--- src/rtl/des_pkg.sv ---
// Shared constants, permutation tables and state type for the DES key-schedule generator.
// Tables use DES 1-based bit numbering: bit 1 is the MSB of the vector being permuted.
package des_pkg;

   localparam int unsigned KEY_W    = 64;
   localparam int unsigned HALF_W   = 28;
   localparam int unsigned SUBKEY_W = 48;
   localparam int unsigned ROUNDS   = 16;

   localparam int unsigned PC1 [56] = '{
      57, 49, 41, 33, 25, 17,  9,
       1, 58, 50, 42, 34, 26, 18,
      10,  2, 59, 51, 43, 35, 27,
      19, 11,  3, 60, 52, 44, 36,
      63, 55, 47, 39, 31, 23, 15,
       7, 62, 54, 46, 38, 30, 22,
      14,  6, 61, 53, 45, 37, 29,
      21, 13,  5, 28, 20, 12,  4
   };

   localparam int unsigned PC2 [48] = '{
      14, 17, 11, 24,  1,  5,
       3, 28, 15,  6, 21, 10,
      23, 19, 12,  4, 26,  8,
      16,  7, 27, 20, 13,  2,
      41, 52, 31, 37, 47, 55,
      30, 40, 51, 45, 33, 48,
      44, 49, 39, 56, 34, 53,
      46, 42, 50, 36, 29, 32
   };

   localparam int unsigned SHIFT [16] = '{1, 1, 2, 2, 2, 2, 2, 2, 1, 2, 2, 2, 2, 2, 2, 1};

   typedef enum logic {StIdle, StRun} state_e;

   // Rotate one 28-bit half by 1 or 2 positions, left or right.
   function automatic logic [HALF_W-1:0] rot_half(input logic [HALF_W-1:0] x,
                                                  input logic two, input logic right);
      logic [HALF_W-1:0] r;
      if (right) r = two ? {x[1:0], x[HALF_W-1:2]} : {x[0], x[HALF_W-1:1]};
      else       r = two ? {x[HALF_W-3:0], x[HALF_W-1:HALF_W-2]} : {x[HALF_W-2:0], x[HALF_W-1]};
      return r;
   endfunction

endpackage

--- src/rtl/des_pc2.sv ---
// Combinational DES PC-2 permutation: 56-bit {C,D} in, 48-bit subkey out.
module des_pc2
   import des_pkg::*;
(
   input  logic [2*HALF_W-1:0] cd_i,
   output logic [SUBKEY_W-1:0] k_o
);

   for (genvar i = 0; i < SUBKEY_W; i++) begin : g_pc2
      assign k_o[SUBKEY_W-1-i] = cd_i[2*HALF_W-PC2[i]];
   end

endmodule

--- src/rtl/des_key_sched.sv ---
// Sequential DES key schedule: one registered subkey per accepted valid/ready beat.
// Optional DES_KEY_DECRYPT_EN adds a 'dec' input that emits K16..K1 instead.
module des_key_sched
   import des_pkg::*;
(
   input  logic                clk,
   input  logic                rst,
   input  logic [KEY_W-1:0]    key,
   input  logic                start,
`ifdef DES_KEY_DECRYPT_EN
   input  logic                dec,
`endif
   output logic                ready,
   output logic [SUBKEY_W-1:0] k,
   output logic                k_valid,
   input  logic                k_ready,
   output logic [3:0]          k_idx,
   output logic                done
);

   state_e              state_q, state_d;
   logic [HALF_W-1:0]   c_q, c_d, d_q, d_d, c0, d0;
   logic [SUBKEY_W-1:0] k_q, k_next;
   logic [3:0]          idx_q, idx_d, idx_nx;
   logic                valid_q, valid_d, done_q, done_d, dec_q, dec_d, dec_in;
   logic [2*HALF_W-1:0] pc1_out;
   logic                unused_parity;

   for (genvar i = 0; i < 2*HALF_W; i++) begin : g_pc1
      assign pc1_out[2*HALF_W-1-i] = key[KEY_W-PC1[i]];
   end
   assign {c0, d0} = pc1_out;
   assign unused_parity = ^{key[56], key[48], key[40], key[32], key[24], key[16], key[8], key[0]};

`ifdef DES_KEY_DECRYPT_EN
   assign dec_in = dec;
`else
   assign dec_in = 1'b0;
`endif

   always_comb begin
      state_d = state_q;
      c_d     = c_q;
      d_d     = d_q;
      idx_d   = idx_q;
      valid_d = valid_q;
      done_d  = 1'b0;
      dec_d   = dec_q;
      idx_nx  = idx_q + 4'd1;
      unique case (state_q)
         StIdle: begin
            if (start) begin
               state_d = StRun;
               valid_d = 1'b1;
               idx_d   = 4'd0;
               dec_d   = dec_in;
               // Decrypt order starts at K16, whose C/D equal C0/D0.
               if (dec_in) begin
                  c_d = c0;
                  d_d = d0;
               end else begin
                  c_d = rot_half(c0, SHIFT[0] == 2, 1'b0);
                  d_d = rot_half(d0, SHIFT[0] == 2, 1'b0);
               end
            end
         end
         StRun: begin
            if (valid_q && k_ready) begin
               if (idx_q == 4'd15) begin
                  valid_d = 1'b0;
                  done_d  = 1'b1;
                  state_d = StIdle;
               end else begin
                  idx_d = idx_nx;
                  if (dec_q) begin
                     c_d = rot_half(c_q, SHIFT[4'd15-idx_q] == 2, 1'b1);
                     d_d = rot_half(d_q, SHIFT[4'd15-idx_q] == 2, 1'b1);
                  end else begin
                     c_d = rot_half(c_q, SHIFT[idx_nx] == 2, 1'b0);
                     d_d = rot_half(d_q, SHIFT[idx_nx] == 2, 1'b0);
                  end
               end
            end
         end
         default: state_d = StIdle;
      endcase
   end

   // PC-2 sees next-state C/D so the subkey register tracks C/D in the same cycle.
   des_pc2 u_pc2 (
      .cd_i ({c_d, d_d}),
      .k_o  (k_next)
   );

   always_ff @(posedge clk or posedge rst) begin
      if (rst) begin
         state_q <= StIdle;
         c_q     <= '0;
         d_q     <= '0;
         k_q     <= '0;
         idx_q   <= 4'd0;
         valid_q <= 1'b0;
         done_q  <= 1'b0;
         dec_q   <= 1'b0;
      end else begin
         state_q <= state_d;
         c_q     <= c_d;
         d_q     <= d_d;
         k_q     <= k_next;
         idx_q   <= idx_d;
         valid_q <= valid_d;
         done_q  <= done_d;
         dec_q   <= dec_d;
      end
   end

   assign ready   = (state_q == StIdle);
   assign k       = k_q;
   assign k_valid = valid_q;
   assign k_idx   = idx_q;
   assign done    = done_q;

endmodule
--- config.mk ---
export PLATFORM = sky130hd
export DESIGN_NAME = des_key_sched
export DESIGN_NICKNAME = d
export VERILOG_FILES = /design/src/rtl/des_pkg.sv /design/src/rtl/des_pc2.sv /design/src/rtl/des_key_sched.sv
export SDC_FILE = /design/constraint.sdc
export NUM_CORES = 1
export LEC_CHECK = 0
export CORE_MARGIN = 1
export CORE_UTILIZATION = 40
export DETAILED_ROUTE_END_ITERATION = 12
export PLACE_DENSITY = 0.77
export SLEW_MARGIN = 20
export SYNTH_ARGS = -nofsm -noshare
export SYNTH_HDL_FRONTEND = slang
export SYNTH_SLANG_ARGS = --single-unit
--- constraint.sdc ---
create_clock -name clk -period 2.1 [get_ports clk]
set_clock_uncertainty 0.05 [all_clocks]
set_input_delay 0.42 -clock clk [delete_from_list [all_inputs] [get_ports clk]]
set_output_delay 0.42 -clock clk [all_outputs]
set_load 0.05 [all_outputs]
; Word-level counts from Yosys, hierarchy flattened
; Memories as Yosys holds them, arrays and structs flattened.
; Cells that the tools add are included.
[word_totals]
register_bits = 111
romBits = 512
in_bits = 68
wordCells = 50
mem_count = 1
[op_classes]
add_sub_neg = 1
magnitude_cmp = 1
n_eq_ne = 6
mux = 27
bitwise_logic = 2
reduce_logical = 3
[memory_table]
columns = name, depth, width, rd, rd_ports_with_merged_regs, write_ports, line_no
row1 = (no name shown), 16, 32, 1, 0, 0, des_key_sched.sv:80  ; d_d = rot_half(d_q, SHIFT[idx_nx] == 2, 1'b0);
[op_table]
columns = operator, count
row1 = 28-bit 2-to-1 mux, 8
row2 = 28-bit case mux with 2 select lines, 2
row3 = 32-bit 2-to-1 mux, 2
row4 = "32-bit by 2-bit equality test with 1-bit output, second input constant", 1
row5 = 4-bit 2-to-1 mux, 3
row6 = 1-bit 2-to-1 mux, 9
row7 = 4-bit case mux with 2 select lines, 1
row8 = 3-bit AND reduction, 2
row9 = "5-bit >= comparator, second input constant", 1
row10 = 4-bit NOT with 5-bit output, 1
row11 = "4-bit by 1-bit adder with 4-bit output, second input constant", 1
row12 = "4-bit equality test, second input constant", 1
row13 = "2-bit by 1-bit inequality test with 1-bit output, second input constant", 2
row14 = "2-bit inequality test, second input constant", 2
row15 = 1-bit case mux with 2 select lines, 2
row16 = 1-bit logical AND, 1
row17 = 1-bit NOT, 1

; Depth between registers and ports, before layout
[depth]
depth_word = 10
ltp_mapped = 8
ltp_nobuf = 6

; Cells and area by module
; From an unflattened synthesis, not the netlist that was laid out.
[hier_totals]
cells_unflattened = 519
area_unflattened_um2 = 5447.7
[modules_own_cells]
columns = module, instances, cells_each, area_per_inst_um2, seq_area_each_um2
row1 = des_key_sched, 1, 471, 5087.4, 2777.7
row2 = des_pc2, 1, 48, 360.3, 0.0

; Least setup slack after synthesis
; Ideal clock, no wire load.
[synth_timing]
kind = reg-to-reg
from = register idx_q[1], in the netlist k_idx[1]
to = register k_q[14], in the netlist k[14]
setup_time_ns = 0.138
t_arrival_ns = 2.067
t_required_ns = 1.912
path_slack_ns = -0.156
path_stages_with_launch = 8
synth_period_minus_slack_ns = 2.256
path_cell_list = dfrtp_1 -> ha_1 -> nor4b_1 -> a211o_1 -> buf_4 -> buf_6 -> a221oi_1 -> o211ai_1
[synth_via]
elab_chain_len = 10
[synth_lines]
columns = item, line_no
row1 = from (decl), des_key_sched.sv:24  ; logic [3:0] idx_q, idx_d, idx_nx;
row2 = from (signal assigned), des_key_sched.sv:110  ; idx_q <= idx_d;
row3 = 4-bit by 1-bit adder with 4-bit output, des_key_sched.sv:49  ; idx_nx = idx_q + 4'd1;
row4 = 4-bit NOT with 5-bit output (not written as such), des_key_sched.sv:80
row5 = memory read 16 x 32 bit, -
row6 = 32-bit 2-to-1 mux (not written as such) (2 in series), des_key_sched.sv:80
row7 = 32-bit by 2-bit equality test with 1-bit output, des_key_sched.sv:80
row8 = 28-bit 2-to-1 mux, des_pkg.sv:41  ; else r = two ? {x[HALF_W-3:0], x[HALF_W-1:HALF_W-2]} : {x[HALF_W-2:0], x[HALF_W-1]};
row9 = 28-bit 2-to-1 mux *, des_key_sched.sv:69  ; if (idx_q == 4'd15) begin
row10 = 28-bit 2-to-1 mux *, des_key_sched.sv:68  ; if (valid_q && k_ready) begin
row11 = 28-bit case mux with 2 select lines *, des_key_sched.sv:50  ; unique case (state_q)
row12 = to (signal assigned), des_key_sched.sv:109  ; k_q <= k_next;
row13 = to (decl), des_key_sched.sv:23  ; logic [SUBKEY_W-1:0] k_q, k_next;
; Every way passes the cells marked *; elsewhere a longest branch is shown, timed or not. The select of a mux whose other input is x is not followed.
; A chain may end at the register's enable or synchronous reset.

; Worst setup path after layout
[layout_timing]
from = register k_q[31], in the netlist k[31]
to = output k[31]
[layout_lines]
columns = item, line_no
row1 = to (decl), des_key_sched.sv:14  ; output logic [SUBKEY_W-1:0] k,
; No word-level cell between the ends.

==> results.md <==
* RSZ-0062 raised after global routing: yes
* CP top delay family: buffers and inverters
* Setup TNS at 0 ps
* Worst-Margin Slew at 516 ps
* Vias at 4,441
* Slowest CP cell: clkdlybuf4s50_1
* Aggregate global-route resource usage at 21.7%
* Core box area at 0.0110 mm²
* Worst-path cell chain: clkdlybuf4s50_1
* Pre-antenna DRT Iters at 5
* Most common cell after layout, fill and taps aside: clkdlybuf4s50_1
* Outcome: completed
* Sequential share of the synthesized area at 34.2%
* Clock buffer depth at 2
* Pins over their slew limit at 0
* H-Tree Depth at 3
* Synthesized area at 0.00461 mm²
* Pwr dens at 1550 mW/mm²
* CP startpoint: k[31]$_DFFE_PP0P_
* Largest net degree at the start of global routing at 64
* Final setup fails at 0
* CTS root buf: clkbuf_16
* Number of synthesized flops with an enable pin at 0
* Rows at 38
* CP max stage delay at 840 ps
* Clk sinks at 63
* CTS tree: done
* CP Capture Type: output port
* Final WL at 13,300 µm
* Finished Cell Area at 0.00632 mm²
* Area Overhead vs Synth at 37.2%
* Clk slew on worst S/H paths at 60 ps
* Initial Util at 41.8%
* Initial antenna violation count at 0
* Most frequent cells in the layout: 96 x clkdlybuf4s50_1, 62 x nand2_1, 61 x dfrtp_1
* Final hold viol count at 0
* Maximum fanout along the worst path at 4
* Post-detailed-route via-to-cell ratio at 6.02
* Post-route clock period utilization at 99.0%
* CTS Buf Count at 9
* Dpl cell area at 0.00565 mm²
* Worst hold path class: in -> async
* CP Launch Type: flop
* WP buf/inv at 1
* DRC Markers at 0
* Hold-fix buffers, CTS at 0
* Yosys reg bits at 63
* Die Span Y at 109 µm
* WL/cell at 18.1 µm
* Crit Path Class: reg -> out
* Design Power at 9.83 mW
* Syn_nets at 617
* Post-DP HPWL at 8370 µm
* Cell total after placement at 718
* Worst relative slew slack at 65.5%
* Number of global-route vias before repair at 4,214
* Share of layout cells above drive strength 1 at 20.1%
* Leak pwr at 2.63 nW
* DIE WIDTH at 109 µm
* IO Port Bufs at 114
* Synthesized area per cell at 8.46 µm²
* Crit path time final at 2080 ps
* GRT overflow at 0
* Predominant post-synthesis flop cell: dfrtp_1
* Final nets at 665
* Yosys Warn Count at 0
* FMAX at 481 MHz
* Cells after Synth at 545
* First-pass GRT wire length at 20,600 µm
* ANT nets after route at 0
* Finished Layout Cells at 738
* Max-Cap Viols at 0
* Full die area at 0.0120 mm²
* Library cells used by synthesis at 27
* GPL Wtd Cong at 0.827
* Top-Level Pins at 123
* Share of flip-flops with an asynchronous set or reset at 100%
* Peak supply drop at 0.899 mV
* CP required at 1630 ps
* Initial DRC Count at 327
* Worst Path Arrival at 1610 ps
* Worst skew pair latency at 330 ps
* ANT cells at 0
* Final core utilization at 57.3%
* Worst r2r src: k_idx[0]$_DFFE_PP0P_
## sequential cells by signal, summed over array words and instances, names as in the netlist
signal and flops:
state_q 1, c_q 5, done 1, d_q 4, k_valid 1, k 47, k_idx 4
## kinds of logic (layout without fill, tap and decap cells)
family	count (synthesis)	count (layout)	share of synthesized area [%]
AO/OA/AOI/OAI	123	123	22.2
XOR/XNOR	1	1	0.190
adder cells (fa/ha/maj)	4	4	1.09
buffers and inverters	108	161	14.0
flip-flops	63	63	34.2
AND/OR/NAND/NOR	246	246	28.3
## area by class of cell
class	count	area, µm²
timing repair buffer	141	1520
tap	140	175
clock buffer	11	243
inverter	4	18.8
sequential	63	1580
clock inverter	5	33.8
fill	979	4710
multi-input combinational	374	2760
## path summary, 6_finish.rpt
kind | to | slack, ps | cells after the start
setup / recovery | k[31] | 20 | 1
hold / removal | k[40]$_DFFE_PP0P_ | 490 | 3
setup reg to reg | k[29]$_DFFE_PP0P_ | 70 | 8
hold reg to reg | d_q[13]$_DFFE_PP0P_ | 500 | 2
max in group asynchronous | k_idx[0]$_DFFE_PP0P_ | 1210 | 3
min in group clk | d_q[13]$_DFFE_PP0P_ | 500 | 2
## layer usage
metal,vias up,GRT usage (%),wire (µm)
met5,-,0,0
met4,0,9.14,264
met3,27,3.62,851
met2,188,32.9,6550
met1,2142,30.7,5670
li1,2084,-,-
## timing repair
item / in CTS / in global routing
endpoints found under the setup margin: 1 / 55
buffers inserted: 0 / 2
endpoints found under the hold margin: 0 / 0
cloned: 0 / 2
pin swaps: 0 / 4
gates resized for setup: 2 / 56
## power by group
| part | total [mW] | internal [mW] | switching [mW] | leakage (nW) |
|---|---|---|---|---|
| clock | 1.38 | 0.829 | 0.554 | 0.132 |
| sequential | 2.41 | 1.73 | 0.674 | 0.831 |
| combinational | 6.04 | 2.27 | 3.77 | 1.67 |
| total | 9.83 | 4.83 | 4.99 | 2.63 |
## synth_stat cells (2+ instances only)
| cell type | count | area, µm² |
|---|---|---|
| dfrtp_1 | 63 | 1580 |
| o211ai_1 | 57 | 428 |
| buf_2 | 16 | 80.1 |
| nand2_1 | 62 | 233 |
| buf_4 | 51 | 383 |
| inv_1 | 4 | 15.0 |
| buf_1 | 3 | 11.3 |
| a221oi_1 | 50 | 438 |
| and2_1 | 57 | 357 |
| and3_1 | 58 | 363 |
| buf_6 | 4 | 45.0 |
| nor4b_1 | 2 | 17.5 |
| nor2_1 | 4 | 15.0 |
| a221oi_2 | 6 | 90.1 |
| nor2b_1 | 2 | 12.5 |
| ha_1 | 4 | 50.1 |
| clkbuf_1 | 30 | 113 |
| nand3_1 | 60 | 300 |
| o21ai_0 | 4 | 20.0 |
## through the flow
| stage | setup WS (ps) | hold slack [ps] |
|---|---|---|
| after detailed placement | -104 | 496 |
| after floorplan | 27.5 | 456 |
| final | 20.7 | 485 |
| after global routing | -31.1 | 520 |
| after CTS | 8.13 | 508 |
| after global placement | -30.7 | 482 |
Note: power is estimated with default switching activity, not from simulation.
